`config.mk`:
```
export PLATFORM = sky130hd
export DESIGN_NAME = bcd_entry_sequencer
export DESIGN_NICKNAME = d
export VERILOG_FILES = /design/src/rtl/bcd_entry_sequencer.sv
export SDC_FILE = /design/constraint.sdc
export NUM_CORES = 1
export LEC_CHECK = 0
export CAP_MARGIN = 20
export CORE_ASPECT_RATIO = 0.7
export CORE_MARGIN = 3
export CORE_UTILIZATION = 52
export CTS_CLUSTER_DIAMETER = 120
export DETAILED_ROUTE_END_ITERATION = 16
export PLACE_DENSITY = 0.76
export SETUP_SLACK_MARGIN = 0.3
export SLEW_MARGIN = 10
export SYNTH_ARGS = -nofsm -noshare
export SYNTH_HDL_FRONTEND = slang
export SYNTH_SLANG_ARGS = --single-unit
```
`constraint.sdc`:
```
create_clock -name clk -period 4.8 [get_ports clk]
set_clock_uncertainty 0.05 [all_clocks]
set_input_delay 0.48 -clock clk [delete_from_list [all_inputs] [get_ports clk]]
set_output_delay 0.48 -clock clk [all_outputs]
set_load 0.05 [all_outputs]
```
`src/rtl/bcd_entry_sequencer.sv`:
```
// BCD keypad entry register with a serial BCD-to-binary converter.
// Digits shift in at the bottom, backspace shifts them back out, and enter
// converts the captured entry one digit per cycle, most significant first.
module bcd_entry_sequencer #(
    parameter int unsigned DIGITS = 6,
    parameter int unsigned BIN_W  = 24
) (
    input  logic                  clk,
    input  logic                  rst,
    input  logic                  key_valid,
    input  logic [3:0]            key_digit,
    input  logic                  key_clear,
    input  logic                  key_back,
    input  logic                  key_enter,
    output logic [4*DIGITS-1:0]   bcd_disp,
    output logic [2:0]            digit_count,
    output logic [BIN_W-1:0]      bin_out,
    output logic                  bin_valid,
    output logic                  busy
);

    localparam int unsigned DISP_W = 4 * DIGITS;
    localparam int unsigned IDX_W  = (DIGITS > 1) ? $clog2(DIGITS) : 1;

    localparam logic [1:0] ENTRY = 2'd0;
    localparam logic [1:0] CONV  = 2'd1;
    localparam logic [1:0] DONE  = 2'd2;

    logic [1:0]        state, state_n;
    logic [DISP_W-1:0] disp_n;
    logic [2:0]        count_n;
    logic [BIN_W-1:0]  bin_out_n;
    logic              bin_valid_n;
    logic              busy_n;
    logic [DISP_W-1:0] work, work_n;
    logic [BIN_W-1:0]  acc, acc_n;
    logic [IDX_W-1:0]  index, index_n;

    logic [3:0]        work_digit_c;
    logic [BIN_W-1:0]  acc_times10_c;

    // Current digit under conversion and the shift-add multiply by ten.
    assign work_digit_c  = work[4*int'(index) +: 4];
    assign acc_times10_c = (acc << 3) + (acc << 1);

    // Next-state and next-output logic.
    always_comb begin
        state_n     = state;
        disp_n      = bcd_disp;
        count_n     = digit_count;
        bin_out_n   = bin_out;
        bin_valid_n = 1'b0;
        work_n      = work;
        acc_n       = acc;
        index_n     = index;

        case (state)
            ENTRY: begin
                if (key_clear) begin
                    disp_n  = '0;
                    count_n = '0;
                end else if (key_back) begin
                    // Backspace wins over lower-priority keys even when empty.
                    if (digit_count != 3'd0) begin
                        disp_n  = bcd_disp >> 4;
                        count_n = digit_count - 3'd1;
                    end
                end else if (key_enter) begin
                    work_n  = bcd_disp;
                    acc_n   = '0;
                    index_n = IDX_W'(DIGITS - 1);
                    state_n = CONV;
                end else if (key_valid && (key_digit <= 4'd9) &&
                             (digit_count < 3'(DIGITS)) &&
                             !((key_digit == 4'd0) && (digit_count == 3'd0))) begin
                    disp_n  = {bcd_disp[DISP_W-5:0], key_digit};
                    count_n = digit_count + 3'd1;
                end
            end
            CONV: begin
                if (key_clear) begin
                    disp_n  = '0;
                    count_n = '0;
                    state_n = ENTRY;
                end else begin
                    acc_n = acc_times10_c + BIN_W'(work_digit_c);
                    if (index == '0) begin
                        bin_out_n   = acc_n;
                        bin_valid_n = 1'b1;
                        state_n     = DONE;
                    end else begin
                        index_n = index - IDX_W'(1);
                    end
                end
            end
            DONE: begin
                disp_n  = '0;
                count_n = '0;
                state_n = ENTRY;
            end
            default: begin
                state_n = ENTRY;
            end
        endcase

        busy_n = (state_n == CONV);
    end

    // State and output registers with synchronous reset.
    always_ff @(posedge clk) begin
        if (rst) begin
            state       <= ENTRY;
            bcd_disp    <= '0;
            digit_count <= '0;
            bin_out     <= '0;
            bin_valid   <= 1'b0;
            busy        <= 1'b0;
            work        <= '0;
            acc         <= '0;
            index       <= '0;
        end else begin
            state       <= state_n;
            bcd_disp    <= disp_n;
            digit_count <= count_n;
            bin_out     <= bin_out_n;
            bin_valid   <= bin_valid_n;
            busy        <= busy_n;
            work        <= work_n;
            acc         <= acc_n;
            index       <= index_n;
        end
    end

endmodule

```
After elaboration in Yosys (flattened, before gate mapping)
Index checks and enable logic that the tools add are counted.
Widths: inputs -> output; s select.
{ "totals": {"latchBits": 0, "input_bits": 10, "regBits": 105, "mem_count": 0, "mem_bits_ro": 0, "ramBits": 0} }
{ "classes": {"add_sub_neg": 5, "mul": 0, "n_div": 0, "n_shift": 1, "bitwise_logic": 3, "n_eq_ne": 12, "n_lt_le_gt_ge": 2, "reduce_logical": 18, "n_mux": 32} }
{ "ops": {"columns": ["cell", "count"], "rows": [
  ["$mux 24", 6],
  ["$mux 23", 4],
  ["$pmux 24 s3", 1],
  ["$pmux 23 s2", 1],
  ["$mux 3", 11],
  ["$add 24x24->24", 1],
  ["$add 24x4->24", 1],
  ["$shiftx 24x6->4", 1],
  ["$ne 2x2->1 const B", 6],
  ["$ne 4x4->1 const B", 3],
  ["$mux 2", 5],
  ["$reduce_and 5->1", 2],
  ["$pmux 3 s3", 1],
  ["$logic_not 3->1", 2],
  ["$pmux 3 s2", 1],
  ["$reduce_and 6->1", 1],
  ["$reduce_bool 3->1", 2],
  ["$sub 3x1->3 const B", 2],
  ["$eq 2x1->1 const B", 2],
  ["$le 4x4->1 const B", 1],
  ["$logic_and 1x1->1", 4],
  ["$logic_not 4->1", 1],
  ["$pmux 2 s2", 1],
  ["$reduce_and 4->1", 1],
  ["other kinds (10)", 12]
]} }

Longest topological paths before layout
Gate-level depths: netlist of run 1.
{ "depth": {"depth_word": 9, "ltp_mapped": 14, "mapped_depth_nobuf": 14} }

Worst setup path after synthesis of run 1
No wires, ideal clock.
{ "synth_path": {"kind": "reg-to-reg", "startpoint": "register index[0]", "endpoint": "register bin_out[22]", "path_buffers": 1, "path_slack_ns": 1.326, "required_time_ns": 4.688, "period_less_slack_ns": 3.474, "path_stages_with_launch": 13, "setup_time_ns": 0.062, "arrival_time_ns": 3.362, "cell_sequence": "dfxtp_1 -> buf_2 -> mux4_2 -> a21oi_1 -> fa_1 -> fa_1 -> nand2b_1 -> a21oi_1 -> o31ai_1 -> o21ai_2 -> a21oi_1 -> or4_1 -> nand3_1"} }
{ "synth_via": {"elab_chain_len": 2} }
{ "synth_rtl": {"columns": ["item", "line_no", "text"], "rows": [
  ["start, declared", "37", "logic [IDX_W-1:0] index, index_n;"],
  ["start signal, assigned", "130", "index <= index_n;"],
  ["$shiftx 24x6->4 / $logic_not 3->1 (equally long branches)", "43, 87", null],
  ["$add 24x4->24 / $reduce_and 3->1 (equally long branches)", null, null],
  ["end signal, assigned", "125", "bin_out <= bin_out_n;"],
  ["end, declared", "17", "output logic [BIN_W-1:0] bin_out,"]
]} }
Parallel ways exist; a longest one is shown, timed or not.
A chain may end at the register's enable or synchronous reset.

Final worst setup path of run 1
Ends and elaborated chain as after synthesis.

==> results.cfg, run 1 <==
[timing]
setup-violations-final = 0
worst_slack_ps = 844
maxSlewHeadroom_pct = 26.9
fmax_ghz = 0.253
setup_tns_ps = 0
timing.final.crit_share_pct = 82.4
tightestPinTransition_ps = 1090
hold_violations = 0
period_needed_ps = 3960
slew_viol_final = 0
rsz0062_at_grt = no

[clock_network]
cts_hold_buf = 0
clk_latency_ps = 350
htreeDepth = 3
cts_resized = 0
path_clk_slew_ps = 70
cts_num_sinks = 105
root_buffer = clkbuf_16
clockBufferDepth = 2
cts_tree = done
cts_buffers = 9
post_cts_buffers = 0

[global_routing]
antenna_found_initial = 0
track_usage_pct = 24.4
grt-ovfl-total = 0
grt_start_max_net_pins = 68
first_global_vias = 4730
grt_pass1_wl_mm = 24.0

[cells_and_area]
nets = 748
num-fill-cells = 855
design_area_um2 = 6600
drive_gt1_share_pct = 5.48
seqCellArea_um2 = 2100
antennaDiodeCount = 0
syn2layout_area_growth_pct = 16.6
multi_input_area_um2 = 3300
fin_cells = 825

[setup_path]
critPathTopFamily = compound AO/OA/AOI/OAI gates
reg2reg_from = index[0]$_SDFFE_PP0P_
criticalPathCategory = flip-flop to flip-flop
cp_slowest_cell = dfxtp_1
r2r_cells = 11
crit_fanout = 9
required_ps = 5050
max_stage_delay_ps = 650
crit_chain = mux4_2 > a21oi_1 > fa_1 > fa_1 > nand2b_1 > a21oi_1 > o31ai_1 > o21ai_2 > a21oi_1 > or4_1 > nand3_1
crit_top_cell = a21oi_1
reg2reg_to = bin_out[22]$_SDFFE_PP0P_
rrSetupSlack_ps = 840
startpoint_type = flip-flop
critPathBufInv = 0
crit_path_end_kind = flip-flop
path_depth = 11
cp.arrival_ps = 4200

[routing]
routedWlPerCell_um = 17.7
drtAntennaViolNets = 0
drcViolationCount = 0
routed_wl_mm = 14.6
vias = 4993
drt_first_pass_iters = 5
viasPerCell = 6.05
drt_iter0_drc = 416

[synth]
syn_nets = 710
ys_top_cells_by_area = dfxtp_1 37%, ha_1 10%, nand2_1 7.6%, a21oi_1 6.0%, mux2i_1 4.4%
synth-edff-count = 0
synth_area_per_cell_um2 = 8.70
synth_top_area_cell = dfxtp_1
async_flop_share_pct = 0
ys_ff_latch = 105
ys_seq_area_share_pct = 37.2
yosys.cell_types.count = 58
ys_dominant_reg_cell = dfxtp_1
syn_inst = 650
synth_top_area_share_pct = 37.2
yosys_warnings = 0
synth_area_um2 = 5660

[power]
leakage_nw = 2.58
power_density_nw_per_um2 = 269
ir_worst_vdd_mv = 0.160
total_power_mw = 1.77

[placement]
place.gp.congestion = 0.985
placed_cell_area_um2 = 6290
place_hpwl_mm = 10.5
dpl_worst_slack_ps = 896
portBuffers = 62
dp.cells = 809

[hold_path]
hp-class = flip-flop to flip-flop
min_path_cells = 2
min_to = bin_out[2]$_SDFFE_PP0P_
hold_start = bin_out[2]$_SDFFE_PP0P_

[floorplanning]
die_h_um = 93.3
io_pins = 63
dieArea_um2 = 12200
core-area_um2 = 10500
rows = 31
start_util_pct = 54.0
die_w_um = 131

[job]
cap_viol_max_count = 0

[outcome]
outcome = complete, no violations
==> registers in the layout, summed over array words and instances, names as in the netlist <==
| name | cells |
|---|---|
| acc | 23 |
| bcd_disp | 24 |
| bin_out | 24 |
| bin_valid | 1 |
| busy | 1 |
| digit_count | 3 |
| index | 3 |
| state | 2 |
| work | 24 |
==> worst max-delay path by stage <==
| stage | from | end |
|---|---|---|
| 3_5_place_dp | index[0]$_SDFFE_PP0P_ | bin_out[22]$_SDFFE_PP0P_ |
| 4_1_cts | index[0]$_SDFFE_PP0P_ | bin_out[22]$_SDFFE_PP0P_ |
| 3_3_place_gp | index[0]$_SDFFE_PP0P_ | bin_out[22]$_SDFFE_PP0P_ |
| 6_report | index[0]$_SDFFE_PP0P_ | bin_out[22]$_SDFFE_PP0P_ |
| 5_1_grt | index[0]$_SDFFE_PP0P_ | bin_out[22]$_SDFFE_PP0P_ |
| 2_1_floorplan | index[0]$_SDFFE_PP0P_ | bin_out[22]$_SDFFE_PP0P_ |
==> cell type report <==
class | count | share of cell area (%)
multi-input combinational | 486 | 50.0
sequential | 105 | 31.9
timing repair buffer | 68 | 10.0
clock buffer | 10 | 3.47
tap | 132 | 2.50
clock inverter | 6 | 1.12
inverter | 18 | 1.02
==> synth_stat cells, drive strengths merged, types with 9 or more instances <==
cell     number
a22o         13
nand2       114
inv          18
clkbuf       30
o21ai        18
o2bb2ai      24
buf          11
nand3        22
nor2         27
mux2i        25
xnor2        16
dfxtp       105
ha           47
nand4         9
a21oi        69
==> logic make-up after synthesis <==
group                    count (synthesis)  synth area share [%]
flip-flops                             105                  37.2
adder cells (fa/ha/maj)                 50                  11.5
XOR/XNOR                                21                  3.25
buffers and inverters                   59                  4.53
multiplexers                            30                  6.22
AND/OR/NAND/NOR                        213                  17.1
AO/OA/AOI/OAI                          172                  20.3
==> routing by layer <==
| layer | wire, um | global-route usage [%] | vias up | share of wire [%] |
|---|---|---|---|---|
| met5 | 0 | 0 | - | 0 |
| met2 | 6270 | 35.5 | 166 | 43 |
| met3 | 794 | 4.28 | 20 | 5.4 |
| li1 | - | - | 2416 | - |
| met1 | 7350 | 37.3 | 2391 | 50 |
| met4 | 153 | 5.48 | 0 | 1.0 |
==> worst register-to-register path, stage by stage (launching register included) <==
cell,delay [ps]
dfxtp_1,650
mux4_2,570
a21oi_1,180
fa_1,480
fa_1,480
nand2b_1,180
a21oi_1,190
o31ai_1,160
o21ai_2,290
a21oi_1,170
or4_1,420
nand3_1,90
==> through the flow <==
stage          hold WS [ps]  utilization, %
6_report                410            63.0
5_1_grt                 428            63.0
4_1_cts                 407            63.0
3_5_place_dp            397            60.1
3_3_place_gp            394            60.1
2_1_floorplan           383               -
==> cells in the final DEF, fill, tap and decap left out, types with 2 or more instances in the layout <==
cell,instances
a211oi_1,2
a21o_1,7
a21oi_1,68
a22o_1,13
a22oi_1,8
a31oi_1,5
and2_1,6
and3_1,5
buf_4,6
clkbuf_16,9
clkdlybuf4s50_1,61
clkinvlp_4,2
dfxtp_1,105
fa_1,3
ha_1,47
inv_1,18
mux2i_1,25
mux4_2,4
nand2_1,114
nand2b_1,5
nand3_1,22
nand4_1,9
nor2_1,26
nor3_1,8
nor4_1,4
o21a_1,4
o21ai_0,15
o21ai_2,2
o21bai_1,3
o2bb2ai_1,24
o311ai_0,4
o31ai_1,2
or2_2,2
or3_1,3
or4_1,4
xnor2_1,16
xor2_1,5
==> where the power goes <==
group	internal [mW]	switching, mW
Combinational	0.0390	0.0876
Clock	0.412	0.350
Sequential	0.876	0.00894
Total	1.33	0.447
Note: power is estimated with default switching activity, not from simulation.
==> run 2, diff against run 1 <==
--- a/config.mk
+++ b/config.mk
@@ -8,10 +8,10 @@
 export CAP_MARGIN = 20
 export CORE_ASPECT_RATIO = 0.7
 export CORE_MARGIN = 3
-export CORE_UTILIZATION = 52
+export CORE_UTILIZATION = 51
 export CTS_CLUSTER_DIAMETER = 120
 export DETAILED_ROUTE_END_ITERATION = 16
-export PLACE_DENSITY = 0.76
+export PLACE_DENSITY = 0.77
 export SETUP_SLACK_MARGIN = 0.3
 export SLEW_MARGIN = 10
 export SYNTH_ARGS = -nofsm -noshare
==> constraint.sdc (replaced) <==
create_clock -name clk -period 3.48 [get_ports clk]
set_clock_uncertainty 0.05 [all_clocks]
set_input_delay 0.348 -clock clk [delete_from_list [all_inputs] [get_ports clk]]
set_output_delay 0.348 -clock clk [all_outputs]
set_load 0.05 [all_outputs]
==> run 2 against run 1 <==
  * Routed wire length grew 6.1%
  * Clock power grew 39%
  * Combinational power grew 49%
  * Die area grew 1.9%
  * Via count grew 2.2%
  * First-iteration DRC count grew 11%
  * Setup slack lost 650 ps
  * Power grew 39%
  * Sequential power grew 38%
==> results.cfg, run 2 (synthesis results as in run 1) <==
[outcome]
outcome = complete, no violations

[cells_and_area]
layout_common_cells = 112 x nand2_1, 104 x dfxtp_1, 61 x a21oi_1, 61 x clkdlybuf4s50_1, 44 x ha_1
top_regs = bcd_disp x24, bin_out x24, work x24
drive_gt1_share_pct = 12.7
design_area_um2 = 6980
antennaDiodeCount = 0
syn2layout_area_growth_pct = 23.3
multi_input_area_um2 = 3520
layout_commonest_cell = nand2_1
nets = 764
final_util_pct = 65.9
fin_cells = 857
seqCellArea_um2 = 2110
num-fill-cells = 839

[clock_network]
cts_num_sinks = 105
clk_latency_ps = 350
clockBufferDepth = 2
path_clk_slew_ps = 70
cts_buffers = 9
root_buffer = clkbuf_16
htreeDepth = 3
cts_tree = done

[floorplanning]
dieArea_um2 = 12400
core-area_um2 = 10600
die_h_um = 94.1
io_pins = 63
start_util_pct = 53.4
rows = 31
die_w_um = 132

[power]
p_sw_mw = 0.632
p_comb_share_pct = 7.6
total_power_mw = 2.47
p_sw_share_pct = 25.6
ir_worst_vdd_mv = 0.257
power.internal_mw = 1.84
p_clk_share_pct = 43.1
power_density_nw_per_um2 = 354
power_frac_seq_pct = 49.3
leakage_nw = 2.73

[setup_path]
crit_path_end_kind = flip-flop
critPathTopFamily = compound AO/OA/AOI/OAI gates
required_ps = 3680
critPathBufInv = 0
crit_top_cell = a21oi_4
cp.arrival_ps = 3480
crit_chain = mux4_2 > a21oi_4 > fa_1 > fa_2 > nand2b_4 > a21oi_4 > o31ai_4 > o21ai_4 > a41o_1 > xor2_1 > a22o_1
max_stage_delay_ps = 530
startpoint_type = flip-flop
criticalPathCategory = flip-flop to flip-flop
cp_slowest_cell = mux4_2
crit_fanout = 5

[routing]
drcViolationCount = 0
drt_iter0_drc = 462
vias = 5105
routed_wl_mm = 15.5
viasPerCell = 5.96
routedWlPerCell_um = 18.0
drtAntennaViolNets = 0
drt_first_pass_iters = 5

[placement]
dp.cells = 829
portBuffers = 62
place_hpwl_mm = 11.1
dpl_worst_slack_ps = 16.4
placed_cell_area_um2 = 6380
place.gp.congestion = 0.967

[timing]
slew_viol_final = 0
hold_violations = 0
fmax_ghz = 0.304
worst_slack_ps = 194
period_needed_ps = 3290
maxSlewHeadroom_pct = 43.5
hold-worst-slack_ps = 402
timing.final.crit_share_pct = 94.4
setup-violations-final = 0
setup_tns_ps = 0
rsz0062_at_grt = yes
tightestPinTransition_ps = 847

[hold_path]
hp-class = flip-flop to flip-flop

[global_routing]
grt-ovfl-total = 0
grt_start_max_net_pins = 36
track_usage_pct = 24.8
grt_pass1_wl_mm = 24.8
antenna_found_initial = 0
first_global_vias = 4733

[job]
cap_viol_max_count = 0
run 2: changes by cell type in the layout (fill, tap and decap cells not counted), sizes merged:
cell / change
buf: +16
clkinv: +2
clkinvlp: -2
clkbuf: -1
inv: +1
run 2: power by group through the flow:
stage          Sequential [mW]  Clock (mW)  Combinational (mW)
2_1_floorplan             1.26           0               0.112
3_3_place_gp              1.25           0               0.176
3_5_place_dp              1.25           0               0.181
4_1_cts                   1.22        1.08               0.184
5_1_grt                   1.22        1.12               0.205
6_report                  1.22        1.06               0.189
run 2: what timing repair did:
item	in CTS	in global routing
hold buffers	0	0
setup endpoints to repair	25	31
pin swaps	16	11
cloned	0	0
resized for setup	21	22
buffers inserted	7	5
run 2: layer usage:
| layer | track usage (%) | up-vias | wire, um |
|---|---|---|---|
| met1 | 38.0 | 2477 | 7890 |
| li1 | - | 2437 | - |
| met5 | 0 | - | 0 |
| met3 | 4.82 | 19 | 940 |
| met4 | 6.56 | 0 | 218 |
| met2 | 35.0 | 172 | 6410 |
run 2: layout make-up:
| class | instances | area share (%) |
|---|---|---|
| Multi-Input combinational cell | 486 | 50.4 |
| Sequential cell | 105 | 30.2 |
| Timing Repair Buffer | 84 | 11.4 |
| Clock buffer | 9 | 3.23 |
| Tap cell | 148 | 2.65 |
| Clock inverter | 7 | 1.22 |
| Inverter | 18 | 0.968 |
run 2: worst min-delay path: stages (launching register included):
cell	delay [ps]
dfxtp_1	310
nand2_1	50
a21oi_1	50
run 2: worst paths after layout:
kind,start,end,slack (ps),depth (start not counted)
worst max-delay path,index[0]$_SDFFE_PP0P_,acc[18]$_SDFFE_PP0P_,190,11
worst min-delay path,work[11]$_SDFFE_PP0P_,work[11]$_SDFFE_PP0P_,400,2
worst max register to register,index[0]$_SDFFE_PP0P_,acc[18]$_SDFFE_PP0P_,190,11
worst min register to register,work[11]$_SDFFE_PP0P_,work[11]$_SDFFE_PP0P_,400,2
